[src/rtl/switch_array.sv]
// switch_array: samples a bank of raw switch/push-button pins and presents a
// clean, clock-synchronous, debounced word. Each bit passes through a 2-FF
// synchronizer and a per-bit debounce counter clocked by a shared sample tick.
// Accepted changes raise a one-cycle "changed" pulse and set sticky per-bit
// event flags, which the user design clears by writing 1s to clear_flags.
module switch_array #(
   parameter int WIDTH          = 32,
   parameter int TICK_DIV       = 50000,
   parameter int STABLE_SAMPLES = 4
) (
   input  logic             clk,
   input  logic             reset,
   input  logic [WIDTH-1:0] ext_switch_array,
   output logic [WIDTH-1:0] data,
   output logic             changed,
   output logic [WIDTH-1:0] event_flags,
   input  logic [WIDTH-1:0] clear_flags
);

   // Prescaler counts 0..TICK_DIV-1; debounce counters must reach STABLE_SAMPLES-1.
   localparam int PW = (TICK_DIV > 1) ? $clog2(TICK_DIV) : 1;
   localparam int CW = $clog2(STABLE_SAMPLES) + 1;
   localparam logic [PW-1:0] PRESC_LAST = PW'(TICK_DIV - 1);
   localparam logic [CW-1:0] CNT_LAST   = CW'(STABLE_SAMPLES - 1);

   logic [WIDTH-1:0] sync1;
   logic [WIDTH-1:0] sync2;
   logic [PW-1:0]    prescaler;
   logic             tick;
   logic [CW-1:0]    cnt [WIDTH];
   logic [WIDTH-1:0] accept;

   // Two-stage synchronizer; only sync2 is trusted downstream.
   always_ff @(posedge clk or posedge reset) begin
      if (reset) begin
         sync1 <= '0;
         sync2 <= '0;
      end else begin
         sync1 <= ext_switch_array;
         sync2 <= sync1;
      end
   end

   // Free-running sample prescaler, wraps after TICK_DIV cycles.
   always_ff @(posedge clk or posedge reset) begin
      if (reset) begin
         prescaler <= '0;
      end else if (tick) begin
         prescaler <= '0;
      end else begin
         prescaler <= prescaler + 1'b1;
      end
   end

   // One-cycle sample strobe, decoded straight from the prescaler value.
   assign tick = (prescaler == PRESC_LAST);

   // A bit is accepted on the tick that completes its run of differing samples.
   always_comb begin
      accept = '0;
      for (int i = 0; i < WIDTH; i++) begin
         accept[i] = tick && (sync2[i] != data[i]) && (cnt[i] == CNT_LAST);
      end
   end

   // Per-bit run-length counters; any agreeing sample restarts the run.
   always_ff @(posedge clk or posedge reset) begin
      if (reset) begin
         for (int i = 0; i < WIDTH; i++) begin
            cnt[i] <= '0;
         end
      end else if (tick) begin
         for (int i = 0; i < WIDTH; i++) begin
            if (sync2[i] == data[i]) begin
               cnt[i] <= '0;
            end else if (accept[i]) begin
               cnt[i] <= '0;
            end else begin
               cnt[i] <= cnt[i] + 1'b1;
            end
         end
      end
   end

   // Registered outputs: accepted bits flip data, pulse changed, and set flags
   // (a set on the same cycle as a clear wins).
   always_ff @(posedge clk or posedge reset) begin
      if (reset) begin
         data        <= '0;
         changed     <= 1'b0;
         event_flags <= '0;
      end else begin
         data        <= data ^ accept;
         changed     <= |accept;
         event_flags <= (event_flags & ~clear_flags) | accept;
      end
   end

endmodule

[config.mk]
export PLATFORM = sky130hd
export DESIGN_NAME = switch_array
export DESIGN_NICKNAME = d
export VERILOG_FILES = /design/src/rtl/switch_array.sv
export SDC_FILE = /design/constraint.sdc
export NUM_CORES = 1
export LEC_CHECK = 0
export CORE_UTILIZATION = 25
export DETAILED_ROUTE_END_ITERATION = 7
export GPL_TIMING_DRIVEN = 0
export MAX_ROUTING_LAYER = met4
export SETUP_SLACK_MARGIN = 0.4
export SLEW_MARGIN = 20
export SYNTH_ARGS = -nofsm -noshare
export SYNTH_HDL_FRONTEND = slang
export SYNTH_SLANG_ARGS = --single-unit
[constraint.sdc]
create_clock -name clk -period 11.9 [get_ports clk]
set_clock_uncertainty 0.15 [all_clocks]
set_input_delay 1.785 -clock clk [delete_from_list [all_inputs] [get_ports clk]]
set_output_delay 1.785 -clock clk [all_outputs]
set_load 0.02 [all_outputs]
# Word level (Yosys, flattened, before mapping)
# Cells that the tools add are included.
dict set report word_totals {
  register_bits 241
  latch_bits 0
  ramBits 0
  mem_bits_ro 0
  in_bits 66
  out_inout_bits 65
  word_cells 302
  memories 0
}
dict set report classes {
  add_sub_neg 33
  multipliers 0
  div_mod_pow 0
  magnitude_cmp 0
  n_eq_ne 97
  n_shift 0
  n_mux 65
  bitwise_logic 4
  n_reduce_logical 65
}
# cell count
set op_table {}
lappend op_table {{3-bit 2-to-1 mux} 64}
lappend op_table {{3-bit by 1-bit adder with 3-bit output (second input constant)} 32}
lappend op_table {{3-bit by 2-bit equality test with 1-bit output (second input constant)} 32}
lappend op_table {{1-bit logical AND} 64}
lappend op_table {{32-bit bitwise AND} 1}
lappend op_table {{1-bit equality test} 32}
lappend op_table {{1-bit != test} 32}
lappend op_table {{32-bit inverter} 1}
lappend op_table {{32-bit bitwise OR} 1}
lappend op_table {{32-bit OR reduction} 1}
lappend op_table {{32-bit bitwise XOR} 1}
lappend op_table {{16-bit by 1-bit adder with 16-bit output (second input constant)} 1}
lappend op_table {{16-bit equality test (second input constant)} 1}
lappend op_table {{16-bit 2-to-1 mux} 1}

# Logic depth before layout (Yosys ltp)
# Gate-level depths: netlist (run 1).
dict set report depth {
  depth_word 5
  mapped_depth 7
  ltp_nobuf 7
}

# Worst setup path after synthesis (run 1)
# No wires, ideal clock.
dict set report synth_timing {
  path_kind {register -> output}
  startpoint {register data[3]}
  endpoint {output port data[3]}
  arrival_ns 0.490
  required_ns 9.965
  path_slack_ns 9.475
  stages_incl_launch_ff 1
  n_path_buf 0
  cell_sequence {dfrtp_1}
}
# element line
set synth_rtl {}
lappend synth_rtl {{start: declaration} 14} ;# output logic [WIDTH-1:0] data,
lappend synth_rtl {{start signal: assignment} 93} ;# data <= data ^ accept;
# No word-level cell between the ends.

# Worst setup path in the final report (run 1)
dict set report layout_timing {
  startpoint {register data[17]}
  endpoint {output port data[17]}
}
# No word-level cell between the ends.

==> flow_summary_export.csv, run 1 <==
group,metric,value,unit
finish,diodes,0,
clock_tree,numCtsBuffers,28,
synth,syn_inst,836,
clock_tree,cts_setup_buffers,0,
finish,drive_above_1_share,0.0766,
floorplanning,die_w,199,um
sta,relSlewSlack,0.430,
worst_setup_path,crit_path_max_fanout,4,
floorplanning,pin_count,131,
global_routing,grt_pass1_wl,35.6,mm
synth,synth_area_leader_cell,"dfrtp_1",
synth,synth_seq_cells,241,
finish,fin_cells,1529,
run,maxCapViolCount,0,
synth,yosysSeqAreaShare,0.622,
placed_design,placed_area,11700,um^2
worst_setup_path,crit_chain,"clkdlybuf4s50_1",
placed_design,place.gp.congestion,0.741,
floorplanning,start_util,0.256,
sta,hold_viol_final,0,
clock_tree,clock_latency,0.55,ns
sta,final-setup-viol-count,0,
clock_tree,cts_sinks,241,
finish,area_delta_synth_final,30.4,%
floorplanning,rows,71,
synth,synthTopCellsByArea,"dfrtp_1 62%, xnor2_1 5.1%, nand2_1 4.3%",
routing,drt_wl_total,22.7,mm
finish,fillers,3820,
floorplanning,die_y,199,um
clock_tree,cts_hold_buffers,0,
routing,viasPerCell,4.23,
synth,async_flop_share,1.00,
synth,syn_avg_cell_area,11.6,um^2
sta,hold_ws,0.187,ns
global_routing,grt_max_degree,94,
placed_design,place_inst,1479,
floorplanning,dieArea,39600,um^2
global_routing,grt_pass1_vias,6467,
routing,wl_per_cell,14.9,um
sta,period_minus_slack,3.60,ns
routing,ant_nets,0,
clock_tree,clk_path_buf_depth,3,
worst_setup_path,arrival,1.67,ns
worst_setup_path,critical-path-slowest-cell,"clkdlybuf4s50_1",
floorplanning,coreArea,37900,um^2
worst_hold_path,hp-class,"flop to flop",
clock_tree,ctsResizeCount,0,
placed_design,hpwlAfterDp,15.6,mm
worst_setup_path,start_kind,"flop",
finish,fin_nets,1097,
worst_setup_path,critPathKind,"flop to primary output",
worst_setup_path,critical_path_buf_inv_count,1,
finish,fin_util,0.333,
clock_tree,cts-root-buf,"clkbuf_16",
sta,drv_slew,0,
synth,synth_top_area_frac,0.622,
synth,yosysWarnings,0,
clock_tree,ctsHtreeMaxLevel,1,
clock_tree,clk_pin_slew,0.06,ns
synth,synth_edf_count,0,
sta,fin_ws,8.30,ns
placed_design,dp_slack,8.60,ns
power,power_density,139,nW/um^2
synth,synth_flop_cell,"dfrtp_1",
routing,dr.pass1.iters,4,
sta,tightest_slew,0.855,ns
routing,dr_total_vias,6472,
synth,ys_types,44,
worst_setup_path,slowest_delay,0.71,ns
routing,first_iter_violations,291,
worst_setup_path,critPathCaptureType,"primary output",
placed_design,portBuffers,130,
synth,syn-num-nets,935,
global_routing,antenna_found_initial,0,
sta,timing.final.crit_share,0.303,
power,vdd_drop_max,0.0847,mV
finish,postLayoutCellArea,12600,um^2
sta,rsz0062_at_grt,"no",
sta,fmax,278,MHz
worst_setup_path,critPathTopFamily,"buffers and inverters",
power,p_leak,5.93,nW
clock_tree,cts_tree,"yes",
worst_setup_path,crit_required,9.97,ns
routing,drc,0,
status,status,"finished clean",
global_routing,gr-usage-all-layers,0.121,
global_routing,gr-total-overflow,0,
synth,synth.cell_area,9700,um^2
[final cells by class]
cell class / instances / area [um^2] / share of cell area
Tap cell: 511 / 639 / 0.0506
Sequential cell: 241 / 6030 / 0.477
Timing Repair Buffer: 132 / 1360 / 0.107
Multi-Input combinational cell: 535 / 3410 / 0.270
Clock inverter: 11 / 116 / 0.00920
Buffer: 22 / 119 / 0.00940
Clock buffer: 39 / 823 / 0.0651
Inverter: 38 / 150 / 0.0119
[synth_stat cells (all sizes together), types with 19 or more instances]
| cell type | number |
|---|---|
| nand3 | 30 |
| ha | 33 |
| nor2 | 80 |
| nand2 | 111 |
| o21ai | 29 |
| xnor2 | 56 |
| inv | 38 |
| o21a | 28 |
| buf | 19 |
| nand2b | 24 |
| dfrtp | 241 |
| a21o | 21 |
[cells by family (layout without fill, tap and decap cells)]
logic type      after synthesis  after routing  share of synthesized area
simple gates                321            321                      0.163
mux                          10             10                     0.0116
flops                       241            241                      0.622
fa+ha+maj                    33             33                     0.0426
buf+inv                      60            242                     0.0270
compound gates              102            102                     0.0712
xor+xnor                     69             69                     0.0623
[cells in the final DEF, fill, tap and decap left out, types with 16 or more instances in the layout]
cell	Yosys	routed
a21o_1	21	21
clkbuf_16	0	29
clkdlybuf4s50_1	0	130
dfrtp_1	241	241
ha_1	33	33
inv_1	38	37
nand2_1	111	111
nand2b_1	24	24
nand3_1	30	30
nor2_1	80	80
nor2b_1	16	16
o21a_1	28	28
o21ai_0	24	24
xnor2_1	56	56
[per-stage QoR]
| stage | TNS (ns) | power (mW) |
|---|---|---|
| after CTS | 0 | 1.79 |
| after global routing | 0 | 1.83 |
| after global placement | -1.90 | 0.905 |
| after detailed placement | 0 | 0.908 |
| final | 0 | 1.76 |
| after floorplan | 0 | 0.873 |
[registers in the layout, summed over array words and instances (netlist names)]
register / count
cnt: 96
changed: 1
data: 32
prescaler: 16
sync1: 32
event_flags: 32
sync2: 32
[where the power goes]
group | total [mW] | internal (mW) | switching [mW] | leakage, nW
Sequential | 0.835 | 0.831 | 0.00456 | 3.21
Clock | 0.866 | 0.524 | 0.342 | 0.458
Combinational | 0.0552 | 0.0268 | 0.0284 | 2.27
[layer usage]
| layer | part of all wire | GRT usage |
|---|---|---|
| met3 | 0.059 | 0.0241 |
| met2 | 0.47 | 0.189 |
| met4 | 0.017 | 0.0336 |
| met5 | 0 | - |
| met1 | 0.46 | 0.158 |
[worst paths after layout]
kind	from	depth (start not counted)	slack, ns	to
max	data[17]	1	8.30	data[17]
max in group asynchronous	reset	3	9.20	cnt[86]
max reg2reg	prescaler[0]	6	9.14	event_flags[27]
min reg2reg	sync1[4]	0	0.19	sync2[4]
min	sync1[4]	0	0.19	sync2[4]
min in group asynchronous	reset	2	1.52	sync1[10]
Note: power is estimated with default switching activity, not from simulation.
==> inputs of run 2 (changes only) <==
==> constraint.sdc (replaced) <==
create_clock -name clk -period 3.56 [get_ports clk]
set_clock_uncertainty 0.15 [all_clocks]
set_input_delay 0.534 -clock clk [delete_from_list [all_inputs] [get_ports clk]]
set_output_delay 0.534 -clock clk [all_outputs]
set_load 0.02 [all_outputs]
==> flow_summary_export.csv, run 2 (synthesis results as in run 1) <==
group,metric,value,unit
floorplanning,rows,71,
routing,viasPerCell,4.24,
sta,period_minus_slack,3.00,ns
clock_tree,cts_tree,"yes",
finish,drive_above_1_share,0.0802,
worst_setup_path,critical-path-slowest-cell,"o41ai_1",
floorplanning,pin_count,131,
floorplanning,dieArea,39600,um^2
sta,tns,0,ns
placed_design,place.gp.congestion,0.739,
finish,fin_nets,1104,
finish,fin_cells,1535,
status,status,"finished clean",
clock_tree,ctsResizeCount,0,
worst_setup_path,critPathCaptureType,"flop",
clock_tree,cts_setup_buffers,0,
sta,tightest_slew,1.04,ns
placed_design,place_inst,1485,
clock_tree,cts-root-buf,"clkbuf_16",
routing,drc,0,
routing,dr.pass1.iters,4,
worst_setup_path,crit_chain,"xnor2_1 -> nand2b_1 -> nor4bb_1 -> nand4_1 -> o41ai_1 -> nand3_1",
power,switching_share,0.215,
finish,largest_reg_flops,96,
global_routing,grt_pass1_wl,36.2,mm
worst_setup_path,crit_start,"sync2[12]",
power,p_seq_frac,0.477,
worst_setup_path,critical_path_buf_inv_count,0,
floorplanning,die_w,199,um
clock_tree,ctsHtreeMaxLevel,1,
finish,largest_register,"cnt",
worst_setup_path,arrival,3.24,ns
finish,final_common_cell,"dfrtp_1",
routing,first_iter_violations,261,
sta,drv_slew,0,
worst_setup_path,crit_required,3.80,ns
floorplanning,die_y,199,um
power,p_clk_frac,0.489,
clock_tree,cts_hold_buffers,0,
clock_tree,numCtsBuffers,29,
clock_tree,clk_pin_slew,0.06,ns
power,p_int,4.60,mW
routing,ant_nets,0,
worst_setup_path,slowest_delay,0.89,ns
routing,wl_per_cell,14.7,um
global_routing,antenna_found_initial,1,
finish,area_delta_synth_final,31.4,%
worst_setup_path,reg2reg_depth,6,
clock_tree,cts_sinks,241,
placed_design,hpwlAfterDp,16.0,mm
run,maxCapViolCount,0,
routing,drt_wl_total,22.6,mm
worst_hold_path,hp-class,"input port to async pin",
sta,rsz0062_at_grt,"no",
worst_setup_path,start_kind,"flop",
sta,hold_viol_final,0,
worst_setup_path,crit_path_max_fanout,5,
floorplanning,start_util,0.256,
global_routing,grt_max_degree,34,
clock_tree,clk_path_buf_depth,3,
global_routing,gr-usage-all-layers,0.123,
placed_design,portBuffers,130,
worst_setup_path,cp.depth,6,
sta,hold_ws,0.183,ns
finish,final_cell_mix,"241 x dfrtp_1, 130 x clkdlybuf4s50_1, 111 x nand2_1, 80 x nor2_1, 56 x xnor2_1",
sta,timing.final.crit_share,0.843,
sta,fmax,333,MHz
floorplanning,coreArea,37900,um^2
global_routing,grt_pass1_vias,6663,
power,p_comb_frac,0.034,
routing,dr_total_vias,6509,
power,vdd_drop_max,0.404,mV
clock_tree,clock_latency,0.55,ns
worst_setup_path,critPathTopFamily,"simple AND/OR/NAND/NOR gates",
power,p_leak,5.98,nW
power,power_density,460,nW/um^2
worst_setup_path,critPathKind,"flop to flop",
global_routing,gr-total-overflow,0,
worst_setup_path,reg2reg_from,"sync2[12]",
sta,final-setup-viol-count,0,
sta,relSlewSlack,0.295,
power,p_switching,1.26,mW
-- run 2: cell types whose count changed in the layout (fill, tap and decap cells not counted), sizes merged --
| cell | delta |
|---|---|
| buf | +6 |
| clkbuf | +2 |
| clkinvlp | -2 |
| bufinv | -1 |
| diode | +1 |
-- run 2: path summary, 6_finish.rpt --
| path | to | slack [ns] |
|---|---|---|
| max | changed | 0.56 |
| min | cnt[5] | 0.18 |
| max reg2reg | changed | 0.56 |
| min reg2reg | sync2[12] | 0.19 |
| max in group asynchronous | data[11] | 2.17 |
| min in group clk | sync2[12] | 0.19 |
-- run 2: metal layers --
layer	track usage	wire, um	vias to the layer above	part of all wire
met4	0.0299	490	0	0.022
met5	-	0	-	0
li1	-	-	3142	-
met2	0.195	10500	143	0.46
met3	0.0248	1300	35	0.058
met1	0.161	10300	3189	0.46
-- run 2: final cells by class --
type	count	area [um^2]
Tap cell	511	639
Fill cell	3833	25200
Timing Repair Buffer	138	1470
Clock inverter	8	80.1
Clock buffer	41	851
Buffer	22	119
Sequential cell	241	6030
Antenna cell	1	2.50
Multi-Input combinational cell	535	3400
Inverter	38	146
-- run 2: power groups by stage --
stage               clock [mW]  sequential (mW)  combinational (mW)
CTS                       2.97             2.79               0.208
global route              3.07             2.79               0.226
finish                    2.87             2.79               0.199
detailed placement           0             2.84               0.207
floorplan                    0             2.84              0.0816
global placement             0             2.84               0.183
-- run 2: metrics by stage --
| stage | total power, mW | area, um^2 | utilization | setup slack (ns) |
|---|---|---|---|---|
| detailed placement | 3.05 | 11800 | 0.311 | 0.552 |
| finish | 5.86 | 12700 | 0.336 | 0.559 |
| CTS | 5.97 | 12700 | 0.336 | 0.510 |
| global route | 6.09 | 12700 | 0.336 | 0.414 |
| global placement | 3.03 | 11600 | 0.307 | -2.27 |
| floorplan | 2.92 | 9700 | - | -0.286 |
